$ cat config.mk
export PLATFORM = sky130hd
export DESIGN_NAME = regwr_pipe_ctrl
export DESIGN_NICKNAME = d
export VERILOG_FILES = /design/src/rtl/regwr_pipe_ctrl.sv
export SDC_FILE = /design/constraint.sdc
export NUM_CORES = 1
export LEC_CHECK = 0
export ABC_CLOCK_PERIOD_IN_PS = 2200
export BUFFER_PORTS_ARGS = -buffer_cell sky130_fd_sc_hd__buf_2
export CAP_MARGIN = 10
export CORE_AREA = 10 10 75 77
export CTS_BUF_LIST = sky130_fd_sc_hd__clkbuf_4 sky130_fd_sc_hd__clkbuf_8 sky130_fd_sc_hd__clkbuf_16
export DETAILED_ROUTE_END_ITERATION = 8
export DIE_AREA = 0 0 85 87
export PLACE_DENSITY = 0.76
export SLEW_MARGIN = 5
export SYNTH_ARGS = -nofsm -noshare
export SYNTH_HDL_FRONTEND = slang
export SYNTH_SLANG_ARGS = --single-unit
export TNS_END_PERCENT = 20
$ cat constraint.sdc
create_clock -name clk -period 2.2 [get_ports clk]
set_input_delay 0.66 -clock clk [delete_from_list [all_inputs] [get_ports clk]]
set_output_delay 0.66 -clock clk [all_outputs]
set_load 0.02 [all_outputs]
$ cat src/rtl/regwr_pipe_ctrl.sv
// Pipelined register-write controller: decodes write enable/destination, carries them to writeback,
// and reports RAW hazards, pending writes and illegal opcodes. Optional forwarding selects: REGWR_FORWARD_EN.
module regwr_pipe_ctrl #(
   parameter int STAGES = 3,
   parameter int CNT_W  = 8
) (
   input  logic             clk,
   input  logic             reset_n,
   input  logic             valid_in,
   input  logic [5:0]       opcode,
   input  logic [5:0]       funct,
   input  logic [4:0]       rs,
   input  logic [4:0]       rt,
   input  logic [4:0]       rd,
   input  logic             stall,
   input  logic             flush,
   output logic             regwr_wb,
   output logic [4:0]       waddr_wb,
   output logic             hazard_rs,
   output logic             hazard_rt,
   output logic [3:0]       pending,
   output logic [CNT_W-1:0] illegal_cnt,
   output logic [3:0]       fwd_rs_sel,
   output logic [3:0]       fwd_rt_sel
);

   localparam logic [5:0] OP_RTYPE = 6'h00;
   localparam logic [5:0] OP_J     = 6'h02;
   localparam logic [5:0] OP_JAL   = 6'h03;
   localparam logic [5:0] OP_BEQ   = 6'h04;
   localparam logic [5:0] OP_BNE   = 6'h05;
   localparam logic [5:0] OP_ADDI  = 6'h08;
   localparam logic [5:0] OP_XORI  = 6'h0E;
   localparam logic [5:0] OP_LW    = 6'h23;
   localparam logic [5:0] OP_SW    = 6'h2B;
   localparam logic [5:0] FN_JR    = 6'h08;
   localparam logic [5:0] FN_ADD   = 6'h20;
   localparam logic [5:0] FN_SUB   = 6'h22;
   localparam logic [5:0] FN_SLT   = 6'h2A;

   logic             w_wr_raw;
   logic             w_wr;
   logic [4:0]       w_dest;
   logic             w_illegal;
   logic             w_cnt_inc;

   logic             r_v [STAGES];
   logic             r_w [STAGES];
   logic [4:0]       r_a [STAGES];
   logic             w_nv [STAGES];
   logic             w_nw [STAGES];
   logic [4:0]       w_na [STAGES];

   logic [3:0]       w_pend_nxt;
   logic [3:0]       r_pending;
   logic             r_wb_en;
   logic [4:0]       r_wb_addr;
   logic [CNT_W-1:0] r_illegal_cnt;
   logic [STAGES-1:0] w_m_rs;
   logic [STAGES-1:0] w_m_rt;

   // Instruction decode: write enable, destination and illegal flag
   always_comb begin
      w_wr_raw  = 1'b0;
      w_dest    = 5'd0;
      w_illegal = 1'b0;
      case (opcode)
         OP_LW, OP_XORI, OP_ADDI: begin
            w_wr_raw = 1'b1;
            w_dest   = rt;
         end
         OP_JAL: begin
            w_wr_raw = 1'b1;
            w_dest   = 5'd31;
         end
         OP_SW, OP_J, OP_BEQ, OP_BNE: begin
            w_wr_raw = 1'b0;
         end
         OP_RTYPE: begin
            case (funct)
               FN_ADD, FN_SUB, FN_SLT: begin
                  w_wr_raw = 1'b1;
                  w_dest   = rd;
               end
               FN_JR:   w_wr_raw  = 1'b0;
               default: w_illegal = 1'b1;
            endcase
         end
         default: w_illegal = 1'b1;
      endcase
   end

   // r0 is hardwired, so a write to it is dropped at decode
   assign w_wr      = w_wr_raw & (w_dest != 5'd0);
   assign w_cnt_inc = valid_in & ~stall & ~flush & w_illegal;

   // Next pipe contents: shift, then apply stall/flush to the two youngest stages
   always_comb begin
      for (int k = 1; k < STAGES; k++) begin
         w_nv[k] = r_v[k-1];
         w_nw[k] = r_w[k-1];
         w_na[k] = r_a[k-1];
      end
      if (flush) begin
         w_nv[0] = 1'b0;
         w_nw[0] = 1'b0;
         w_na[0] = 5'd0;
         w_nv[1] = 1'b0;
         w_nw[1] = 1'b0;
         w_na[1] = 5'd0;
      end else if (stall) begin
         w_nv[0] = r_v[0];
         w_nw[0] = r_w[0];
         w_na[0] = r_a[0];
         w_nv[1] = 1'b0;
         w_nw[1] = 1'b0;
         w_na[1] = 5'd0;
      end else begin
         w_nv[0] = valid_in;
         w_nw[0] = valid_in & w_wr;
         w_na[0] = valid_in ? w_dest : 5'd0;
      end
   end

   // Pending-write count of the next pipe contents
   always_comb begin
      w_pend_nxt = 4'd0;
      for (int k = 0; k < STAGES; k++) begin
         w_pend_nxt = w_pend_nxt + {3'b000, w_nv[k] & w_nw[k]};
      end
   end

   // Pipe stages, writeback outputs, pending count and illegal counter
   always_ff @(posedge clk or negedge reset_n) begin
      if (!reset_n) begin
         for (int k = 0; k < STAGES; k++) begin
            r_v[k] <= 1'b0;
            r_w[k] <= 1'b0;
            r_a[k] <= 5'd0;
         end
         r_pending     <= 4'd0;
         r_wb_en       <= 1'b0;
         r_wb_addr     <= 5'd0;
         r_illegal_cnt <= '0;
      end else begin
         for (int k = 0; k < STAGES; k++) begin
            r_v[k] <= w_nv[k];
            r_w[k] <= w_nw[k];
            r_a[k] <= w_na[k];
         end
         r_pending <= w_pend_nxt;
         r_wb_en   <= w_nv[STAGES-1] & w_nw[STAGES-1];
         r_wb_addr <= (w_nv[STAGES-1] & w_nw[STAGES-1]) ? w_na[STAGES-1] : 5'd0;
         if (w_cnt_inc && (r_illegal_cnt != {CNT_W{1'b1}})) begin
            r_illegal_cnt <= r_illegal_cnt + {{(CNT_W-1){1'b0}}, 1'b1};
         end else begin
            r_illegal_cnt <= r_illegal_cnt;
         end
      end
   end

   // Per-stage address match against the current source registers
   always_comb begin
      w_m_rs = '0;
      w_m_rt = '0;
      for (int k = 0; k < STAGES; k++) begin
         w_m_rs[k] = r_v[k] & r_w[k] & (r_a[k] == rs);
         w_m_rt[k] = r_v[k] & r_w[k] & (r_a[k] == rt);
      end
   end

   assign hazard_rs = valid_in & (rs != 5'd0) & (|w_m_rs);
   assign hazard_rt = valid_in & (rt != 5'd0) & (|w_m_rt);

`ifdef REGWR_FORWARD_EN
   // Forwarding select: scan oldest to youngest so the youngest match wins
   always_comb begin
      fwd_rs_sel = 4'd0;
      fwd_rt_sel = 4'd0;
      for (int k = STAGES - 1; k >= 0; k--) begin
         if (w_m_rs[k] && (rs != 5'd0)) begin
            fwd_rs_sel = 4'(k + 1);
         end else begin
            fwd_rs_sel = fwd_rs_sel;
         end
         if (w_m_rt[k] && (rt != 5'd0)) begin
            fwd_rt_sel = 4'(k + 1);
         end else begin
            fwd_rt_sel = fwd_rt_sel;
         end
      end
   end
`else
   assign fwd_rs_sel = 4'd0;
   assign fwd_rt_sel = 4'd0;
`endif

   assign regwr_wb    = r_wb_en;
   assign waddr_wb    = r_wb_addr;
   assign pending     = r_pending;
   assign illegal_cnt = r_illegal_cnt;

endmodule

==> flow_metrics.tcl <==
set metrics [dict create \
    route.met2.wl_um 2715 \
    post-synth-top-count-cell "dfrtp_1" \
    insertion_delay_ns 0.29 \
    nets 320 \
    diodes 0 \
    synth_warnings 0 \
    top_layer_used "met4" \
    h-tree-depth 2 \
    sw_frac_of_total 0.2811 \
    cts_tree "built" \
    cts_num_sinks 37 \
    power_density_nw_per_um2 663.0 \
    ios 60 \
    worstPathArrival_ns 1.79 \
    seq_area_frac_synth 0.4532 \
    synth.area.mux_share 0.007348 \
    synth_area_leaders "dfrtp_1, xor2_1, xnor2_1" \
    synth_top_family_by_area "simple AND/OR/NAND/NOR gates" \
    timing.fmax_mhz 407.4 \
    synth_flop_cell "dfrtp_1" \
    drt_pass1_iterations 4 \
    period_minus_slack_ns 2.455 \
    routed_wl_um 5394 \
    cts_buffers 5 \
    post-route-period-util 1.116 \
    synth-simple-area-share 0.2094 \
    synth_compound_area_frac 0.09737 \
    grt_pass1_wl_um 8721 \
    status "finished with violations" \
    holdCritPathClass "in -> async" \
    vias 1808 \
    dieWidth_um 85 \
    clk_pin_slew_ns 0.08 \
    gp_congestion 0.8686 \
    final-instance-count-excl-fill 339 \
    fin_ws_ns -0.2548 \
    power_frac_clock 0.383 \
    drv_cap 0 \
    wl_per_cell_um 15.91 \
    grt_max_degree 38 \
    multi_input_area_um2 1111 \
    drc 0 \
    initial_core_util 0.4826 \
    die-area_um2 7395 \
    vdd_drop_max_v 0.0003024 \
    met1_length_um 2281 \
    area_growth_syn_to_layout_pct 38.09 \
    p_seq_frac 0.416 \
    synth_edf_count 0 \
    die_y_um 87 \
    grt_usage 0.1431 \
    synth.distinct_cells 34 \
    synth_top_cell_area_share 0.4532 \
    dp_hpwl_um 4130 \
    antenna_left 0 \
    rows 24 \
    io_buffers 49 \
    clock_path_buffers 2 \
    critical_path_class "in -> out" \
    synth_top_area_cell "dfrtp_1" \
    clock_skew_ns 0.008288 \
    combPwrFrac 0.201 \
    cp.required_ns 1.54 \
    synth_seq_cells 37 \
    core_um2 4234 \
    p_sw_uw 525.9 \
    end_kind "primary output" \
    routed_via_density 5.333 \
    drtIter0Drc 78 \
    leakagePower_uw 0.001447 \
    cts_root_buf "clkbuf_8" \
    drive_above_1_share 0.3763 \
    grt_setup_unrepaired "yes" \
    violations "setup timing" \
    grt_pass1_vias 1843 \
    internal_power_uw 1345 \
    antenna_found_initial 0 \
    pre_cts_ws_ns -0.3557 \
    nFillCells 324 \
    synthCells 197 \
    synth_adder_area_share 0.01592 \
    setup_tns_ns -0.4975 \
    routed-wl-met3_um 317 \
    avgSynthCellArea_um2 10.37 \
    post_cts_buffers 0 \
    hold_buffers 0 \
    synth_area_um2 2043 \
    hold_viol 0 \
    synth-async-reset-ratio 1.000 \
    regArea_um2 925.9 \
    dp_cells 331 \
    final_core_util 0.6664 \
    final_max_slew_viol_count 0 \
    synth_xor_area_frac 0.1672 \
    startpoint_type "input pin" \
    synth_common_cells "dfrtp_1, xor2_1, nand2_1" \
    gr-total-overflow 0 \
    setup_viol 2 \
    cp_max_fo 3 \
]
## cell usage in the layout (no fill, tap or decap), types with 2 or more instances in the layout
cell type,n
buf_2,42
dfrtp_1,37
buf_4,37
xor2_1,30
nand2_1,14
conb_1,10
xnor2_1,9
and2_1,8
a21oi_1,7
and3_1,7
nor3_1,7
nand4_1,7
nor2_1,6
nor4_1,6
a221o_1,6
nand3_1,5
clkbuf_8,5
inv_1,4
nor2b_1,3
o21ai_0,3
nor4_2,3
buf_6,3
buf_8,3
a22oi_1,2
or3b_4,2
o21ai_2,2
a31oi_4,2
bufinv_16,2
## worst paths after layout
check,cells after the start,slack (ns),start,end
max reg2reg,5,0.54,illegal_cnt[0],illegal_cnt[1]
min reg2reg,0,0.47,r_a[5],r_a[0]
max,6,-0.25,rt[3],hazard_rt
min in group clk,0,0.47,r_a[5],r_a[0]
max in group asynchronous,2,1.47,reset_n,r_a[10]
min,2,0.40,reset_n,waddr_wb[4]
## stage by stage
stage	hold WS, ns	instance area [µm²]	total power, µW
after floorplan	0.3644	2105	983.0
after global placement	0.4491	2601	1142
after detailed placement	0.4470	2601	1154
after CTS	0.4176	2776	1871
after global routing	0.4312	2821	1956
final	0.4012	2821	1871
## sequential cells by signal, indices dropped and copies added (netlist names)
name,cells
illegal_cnt,8
pending,2
r_a,15
r_v,3
r_w,3
regwr_wb,1
waddr_wb,5
## power by group through the flow
stage	registers, µW	logic [µW]	clock network, µW
global route	788	410	758
global placement	789	354	0
finish	778	377	716
CTS	779	371	721
floorplan	830	154	0
detailed placement	790	364	0
## routing by layer
metal / vias to the layer above / global-route usage
met5: - / 0
met1: 879 / 0.1648
met4: 0 / 0.05389
met2: 61 / 0.2411
met3: 10 / 0.04682
li1: 858 / -
## cell type report
class,instances,share of cell area
Timing Repair Buffer,85,0.2009
Clock buffer,5,0.02439
Tap cell,52,0.02306
Multi-Input combinational cell,153,0.3938
Clock inverter,3,0.02439
Inverter,4,0.005322
Sequential cell,37,0.3282
## what timing repair did
action,4_1_cts,5_1_grt
resized for setup,12,12
pin swaps,4,7
setup endpoints to repair,3,3
## worst max-delay path, stage by stage
cell and delay, ns:
buf_8 0.10, xor2_1 0.15, nor4_1 0.31, nand4_1 0.22, a31oi_4 0.21, buf_6 0.14
## cells by family after synthesis
family | Yosys count
AOI/OAI and AO/OA | 25
xor gates and xnor gates | 39
adders and majority gates | 2
buffers and inverters | 16
DFF | 37
muxes | 1
other | 1
and+or+nand+nor | 76
(Power assumes the default switching activity.)
